<file path="config.mk">
export PLATFORM = sky130hd
export DESIGN_NAME = divisor_job_scheduler
export DESIGN_NICKNAME = d
export VERILOG_FILES = /design/src/rtl/divisor_pkg.sv /design/src/rtl/divisor_job_fifo.sv /design/src/rtl/divisor_job_scheduler.sv
export SDC_FILE = /design/constraint.sdc
export NUM_CORES = 1
export LEC_CHECK = 0
export CORE_MARGIN = 10
export CORE_UTILIZATION = 48
export CTS_CLUSTER_DIAMETER = 30
export DETAILED_ROUTE_END_ITERATION = 12
export HOLD_SLACK_MARGIN = 0.15
export PLACE_DENSITY_LB_ADDON = 0.2
export SYNTH_ARGS = -nofsm -noshare
export SYNTH_HDL_FRONTEND = slang
export SYNTH_HIERARCHICAL = 1
export SYNTH_SLANG_ARGS = --single-unit
</file>
<file path="constraint.sdc">
create_clock -name CLK -period 2.98 [get_ports CLK]
set_clock_uncertainty 0.05 [all_clocks]
set_input_delay 0.894 -clock CLK [delete_from_list [all_inputs] [get_ports CLK]]
set_output_delay 0.894 -clock CLK [all_outputs]
set_load 0.05 [all_outputs]
</file>
<file path="src/rtl/divisor_pkg.sv">
// divisor_pkg: shared types and constants for the divider job scheduler.
//   W_DEF / TAG_W_DEF : default operand and tag widths
//   ERR_*             : result error codes carried on out_err
//   state_t           : scheduler FSM states
//   job_t             : one queued division job at the default widths
package divisor_pkg;

  localparam int W_DEF     = 16;
  localparam int TAG_W_DEF = 4;

  localparam logic [1:0] ERR_OK      = 2'b00;
  localparam logic [1:0] ERR_DIV0    = 2'b01;
  localparam logic [1:0] ERR_TIMEOUT = 2'b10;

  typedef enum logic [1:0] {IDLE, ISSUE, RELEASE, EMIT} state_t;

  typedef struct packed {
    logic signed [W_DEF-1:0] num;
    logic signed [W_DEF-1:0] den;
    logic [TAG_W_DEF-1:0]    tag;
  } job_t;

endpackage

</file>
<file path="src/rtl/divisor_job_fifo.sv">
// divisor_job_fifo: synchronous FIFO holding packed division jobs.
//   CLK, RSTa     : clock, async active-low reset (empties the FIFO)
//   push, wdata   : write request (ignored while full)
//   pop, rdata    : read request (ignored while empty); rdata shows the head
//   full, empty   : occupancy flags
module divisor_job_fifo #(
  parameter int DW    = 36,
  parameter int DEPTH = 4
) (
  input  logic          CLK,
  input  logic          RSTa,
  input  logic          push,
  input  logic [DW-1:0] wdata,
  input  logic          pop,
  output logic [DW-1:0] rdata,
  output logic          full,
  output logic          empty
);

  localparam int AW = (DEPTH > 1) ? $clog2(DEPTH) : 1;
  localparam int CW = $clog2(DEPTH + 1);

  logic [DW-1:0] mem [DEPTH];
  logic [AW-1:0] wr_ptr, rd_ptr;
  logic [CW-1:0] count;
  logic          do_push, do_pop;

  // Full is judged on the registered count, so a pop in the same cycle
  // never frees a slot for a simultaneous push.
  assign full    = (count == CW'(DEPTH));
  assign empty   = (count == '0);
  assign do_push = push && !full;
  assign do_pop  = pop && !empty;
  assign rdata   = mem[rd_ptr];

  always_ff @(posedge CLK) begin
    if (do_push) mem[wr_ptr] <= wdata;
  end

  // DEPTH is a power of two, so pointer overflow is the modulo wrap.
  always_ff @(posedge CLK or negedge RSTa) begin
    if (!RSTa) begin
      wr_ptr <= '0;
      rd_ptr <= '0;
      count  <= '0;
    end else begin
      if (do_push) wr_ptr <= wr_ptr + 1'b1;
      if (do_pop)  rd_ptr <= rd_ptr + 1'b1;
      case ({do_push, do_pop})
        2'b10:   count <= count + 1'b1;
        2'b01:   count <= count - 1'b1;
        default: count <= count;
      endcase
    end
  end

endmodule

</file>
<file path="src/rtl/divisor_job_scheduler.sv">
// divisor_job_scheduler: queues signed division jobs, feeds them one at a
// time to an external divider over a Start/Done level handshake, and
// returns quotient/remainder with tag and error code.
//   in_*     : job stream (valid/ready), in_ready = !fifo_full
//   out_*    : result stream (valid/ready), fields held until accepted
//   div_*    : divider handshake; div_start high for the whole ISSUE state
//   out_err  : 00 ok, 01 divide-by-zero (trapped here), 10 divider timeout
module divisor_job_scheduler
  import divisor_pkg::*;
#(
  parameter int W       = 16,
  parameter int DEPTH   = 4,
  parameter int TAG_W   = 4,
  parameter int TIMEOUT = 64
) (
  input  logic             CLK,
  input  logic             RSTa,
  input  logic             in_valid,
  output logic             in_ready,
  input  logic [W-1:0]     in_num,
  input  logic [W-1:0]     in_den,
  input  logic [TAG_W-1:0] in_tag,
  output logic             out_valid,
  input  logic             out_ready,
  output logic [W-1:0]     out_coc,
  output logic [W-1:0]     out_res,
  output logic [TAG_W-1:0] out_tag,
  output logic [1:0]       out_err,
  output logic             div_start,
  output logic [W-1:0]     div_num,
  output logic [W-1:0]     div_den,
  input  logic             div_done,
  input  logic [W-1:0]     div_coc,
  input  logic [W-1:0]     div_res
);

  localparam int JW = 2 * W + TAG_W;
  localparam int TW = (TIMEOUT > 2) ? $clog2(TIMEOUT) : 1;

  // Same layout as job_t, sized by this instance's parameters.
  typedef struct packed {
    logic [W-1:0]     num;
    logic [W-1:0]     den;
    logic [TAG_W-1:0] tag;
  } jobw_t;

  jobw_t          in_job, head;
  logic [JW-1:0]  head_raw;
  logic           fifo_full, fifo_empty, pop;
  state_t         state, nxt;
  logic [TW-1:0]  tcnt;
  logic           tmo;
  logic [W-1:0]   coc_q, res_q, num_q, den_q;
  logic [TAG_W-1:0] tag_q;
  logic [1:0]     err_q;

  assign in_job   = '{num: in_num, den: in_den, tag: in_tag};
  assign head     = jobw_t'(head_raw);
  assign in_ready = !fifo_full;

  divisor_job_fifo #(.DW(JW), .DEPTH(DEPTH)) u_fifo (
    .CLK   (CLK),
    .RSTa  (RSTa),
    .push  (in_valid),
    .wdata (JW'(in_job)),
    .pop   (pop),
    .rdata (head_raw),
    .full  (fifo_full),
    .empty (fifo_empty)
  );

  assign tmo = (tcnt == TW'(TIMEOUT - 1));

  always_ff @(posedge CLK or negedge RSTa) begin
    if (!RSTa) state <= IDLE;
    else       state <= nxt;
  end

  always_comb begin
    nxt = state;
    pop = 1'b0;
    unique case (state)
      IDLE: if (!fifo_empty) begin
        pop = 1'b1;
        nxt = (head.den == '0) ? EMIT : ISSUE;
      end
      ISSUE:   if (div_done || tmo) nxt = RELEASE;
      // Wait for Done to fall so a stale Done cannot finish the next job.
      RELEASE: if (!div_done) nxt = EMIT;
      EMIT:    if (out_ready) nxt = IDLE;
      default: nxt = IDLE;
    endcase
  end

  always_ff @(posedge CLK or negedge RSTa) begin
    if (!RSTa) begin
      tcnt  <= '0;
      coc_q <= '0;
      res_q <= '0;
      tag_q <= '0;
      err_q <= ERR_OK;
      num_q <= '0;
      den_q <= '0;
    end else begin
      unique case (state)
        IDLE: if (!fifo_empty) begin
          tag_q <= head.tag;
          tcnt  <= '0;
          if (head.den == '0) begin
            // Trapped locally; the divider operands are left untouched.
            coc_q <= '0;
            res_q <= head.num;
            err_q <= ERR_DIV0;
          end else begin
            num_q <= head.num;
            den_q <= head.den;
          end
        end
        ISSUE: begin
          tcnt <= tcnt + 1'b1;
          if (div_done) begin
            coc_q <= div_coc;
            res_q <= div_res;
            err_q <= ERR_OK;
          end else if (tmo) begin
            coc_q <= '0;
            res_q <= '0;
            err_q <= ERR_TIMEOUT;
          end
        end
        default: ;
      endcase
    end
  end

  // Decoded straight from the state register so reset drops them at once.
  assign div_start = (state == ISSUE);
  assign out_valid = (state == EMIT);
  assign div_num   = num_q;
  assign div_den   = den_q;
  assign out_coc   = coc_q;
  assign out_res   = res_q;
  assign out_tag   = tag_q;
  assign out_err   = err_q;

endmodule

</file>
==> impl_metrics.yaml <==
cells_and_area:
  drive_above_1_share_pct: 28.0
  num-fill-cells: 1206
  multi_input_area_um2: 2430
  fin_util_pct: 67.9
  register_area_um2: 6450
  area_growth_syn_to_layout_pct: 39.5
  fin_cells: 959
  final_nets: 776
  n_antenna_cell: 0
floorplan:
  initial_core_util_pct: 48.7
  ioPinCount: 146
  die_x_um: 158
  num_rows: 50
  die_y_um: 158
  coreArea_um2: 18600
  die_area_um2: 24800
critical_path:
  cp_common_cell: "buf_12"
  r2r_cells: 7
  worstPathRequired_ns: 3.31
  path_buf_inv: 2
  cp.arrival_ns: 3.32
  worst_setup_path_end_kind: "flop"
  r2r_start: "u_fifo/rd_ptr[0]$_DFFE_PN0P_"
  crit_fanout: 33
  critical_path.top_delay_family: "multiplexers"
  critical-path-slowest-cell: "or4_1"
  startpoint_type: "flop"
  r2r-end: "out_res[8]$_DFFE_PN0P_"
  r2r_setup_slack_ns: -0.009
  path_cells: "buf_12, mux4_2, or4_1, o41ai_4, nand3_4, buf_12, mux2_1"
  crit_start: "u_fifo/rd_ptr[0]$_DFFE_PN0P_"
  critical_path_class: "flop to flop"
  critPathMaxStageDelay_ns: 0.64
yosys:
  ys_warn_count: 6
  synth_edf_count: 144
  synthArstFlopShare_pct: 37.1
  syn_avg_cell_area_um2: 18.3
  synthDominantCellAreaShare_pct: 47.6
  syn_nets: 580
  ys.flop_type: "edfxtp_1"
  synth-seq-area-share_pct: 71.1
  postSynthCellCount: 495
  synth_largest_area_cell: "edfxtp_1"
  synthTopCellsByArea: "edfxtp_1 48%, dfrtp_1 23%, mux4_2 8.9%, mux2_2 4.8%, a22o_1 2.0%"
  syn_area_um2: 9080
  synth.ff_latch_count: 229
  synth.distinct_cells: 42
timing:
  tightest_slew_ns: 0.586
  rsz0062_at_grt: "yes"
  clock.fmax_mhz: 335
  maxSlewViolCount: 0
  setup_ws_ns: -0.00881
  setup_viol: 4
  period_minus_slack_ns: 2.99
  finalSetupTns_ns: -0.0140
  finalCritPeriodShare_pct: 100
  hold_viol_final: 0
  whs_ns: 0.253
  slew-limit-headroom_pct: 60.9
detailed_routing:
  dr.pass1.iters: 4
  detail-route-antenna-nets: 0
  drcViolationCount: 0
  routed_wl_um: 20300
  wl_per_cell_um: 21.1
  drtIter0Drc: 236
  via_count: 5094
  drt-vias-per-instance: 5.31
power_and_ir_drop:
  p_leak_nw: 4.91
  power_density_nw_per_um2: 1300
  design_power_total_mw: 16.4
  ir_drop_uv: 862
grt:
  grt_pass1_wl_um: 31500
  gr-total-overflow: 0
  grt_pass1_vias: 5643
  grtUsageTotal_pct: 16.3
  grt_max_degree: 39
  grt_antenna_before_repair: 0
clock_tree:
  ctsHtreeMaxLevel: 2
  root_buffer: "clkbuf_16"
  worstSkewPairLatency_ns: 0.52
  cts_inserted_buffers: 43
  cts_sinks: 229
  postCtsHoldBufs: 0
  clk_pin_slew_ns: 0.05
  cts_tree: "done"
  cts_max_path_buffers: 3
flow_run:
  maxCapViolCount: 0
place:
  gp_congestion: 0.798
  port_buffers: 145
  placedCellCount: 877
  dp_hpwl_um: 13300
outcome:
  violations: "negative setup slack"
  status: "complete, but fails checks"
min_path:
  hold_class: "input pin to asynchronous set/reset pin"
-- sequential cells by signal (all words and copies together) (netlist names), 3 cells and up --
register and cells:
u_fifo/count 3, out_tag 4, u_fifo/mem 144, tcnt 6, out_res 16, div_den 16
out_coc 16, div_num 16
-- per-stage QoR --
stage          cell area (µm²)  setup WS, ns
2_1_floorplan             9080       -0.0261
3_3_place_gp             11000        0.0369
3_5_place_dp             11000       -0.0469
4_1_cts                  12600      -0.00672
5_1_grt                  12700       -0.0957
6_report                 12700      -0.00881
-- worst register-to-register path, delay by kind of cell (launching register included) --
| kind | cells | cell delay (ns) |
|---|---|---|
| multiplexers | 2 | 0.87 |
| AND/OR/NAND/NOR | 2 | 0.76 |
| AO/OA/AOI/OAI | 1 | 0.43 |
| flip-flops | 1 | 0.40 |
| buffers and inverters | 2 | 0.34 |
-- cells in the final DEF (no fill, tap or decap), types with 3 or more instances in the layout --
master,netlist,layout
edfxtp_1,144,144
clkdlybuf4s50_1,0,142
dfrtp_1,85,83
clkbuf_16,0,45
mux2_2,39,39
mux4_2,36,36
inv_1,25,25
a22o_1,21,21
nand2_1,20,20
o21ai_0,19,19
buf_4,3,19
ha_1,11,11
buf_12,2,11
bufinv_16,0,10
clkinv_2,0,9
mux2_1,10,8
mux2_4,5,7
nor2_1,6,6
clkbuf_8,0,5
mux2i_1,4,4
and2_2,0,4
nor2b_1,4,3
or4_4,2,3
and2_1,7,3
nand3_1,3,3
clkbuf_1,7,3
clkinv_4,0,3
xnor2_1,3,3
xor2_1,3,3
-- synthesized netlist by cell type (3+ instances only) --
cell / count
edfxtp_1: 144
dfrtp_1: 85
mux2_2: 39
mux4_2: 36
inv_1: 25
a22o_1: 21
nand2_1: 20
o21ai_0: 19
ha_1: 11
mux2_1: 10
buf_2: 8
and2_1: 7
clkbuf_1: 7
nor2_1: 6
mux2_4: 5
mux2i_1: 4
nor2b_1: 4
buf_4: 3
buf_6: 3
nand3_1: 3
nor4_1: 3
xnor2_1: 3
xor2_1: 3
-- timing repair --
item                                    CTS  global route
setup buffers                             1             1
endpoints found under the setup margin   41            64
pin swaps                                 1             2
resized for setup                         4             3
gates cloned                              0             1
-- layer usage --
metal  global-route usage (%)  part of all wire [%]  wire length, µm  vias to the layer above
li1                         -                     -                -                     2299
met5                        0                     0                0                        -
met3                     4.94                   8.1             1640                       36
met1                     20.5                    41             8350                     2575
met2                     26.4                    49             9870                      184
met4                     5.61                   2.0              405                        0
-- cell families (layout without fill, tap and decap cells) --
logic type,Yosys count,in the layout,share of synthesized area [%]
AO/OA/AOI/OAI,50,50,4.05
buffers and inverters,48,277,2.83
flip-flops,229,229,71.1
multiplexers,94,94,16.3
AND/OR/NAND/NOR,56,57,3.45
adder cells (fa/ha/maj),12,12,1.74
XOR/XNOR,6,6,0.579
-- layout make-up --
cell class | instances | area share (%)
sequential | 229 | 51.0
multi-input combinational | 219 | 19.2
timing repair buffer | 173 | 14.2
clock buffer | 53 | 9.53
clock inverter | 26 | 3.13
tap | 234 | 2.31
inverter | 25 | 0.741
-- worst max path at each step --
stage / depth (start not counted) / to / slack, ns
after floorplan: 8 / out_res[2]$_DFFE_PN0P_ / -0.03
after global placement: 7 / div_num[14]$_DFFE_PN0P_ / 0.04
after detailed placement: 7 / div_num[15]$_DFFE_PN0P_ / -0.05
after CTS: 7 / out_res[8]$_DFFE_PN0P_ / -0.007
after global routing: 7 / out_res[3]$_DFFE_PN0P_ / -0.1
final: 7 / out_res[8]$_DFFE_PN0P_ / -0.009
-- report_power, final --
group	total (mW)	leakage, nW	internal, mW	switching (mW)
Combinational	6.38	1.75	2.73	3.65
Clock	5.26	0.795	3.72	1.53
Sequential	4.81	2.36	4.38	0.431
Power figures use the tool's default switching activity.
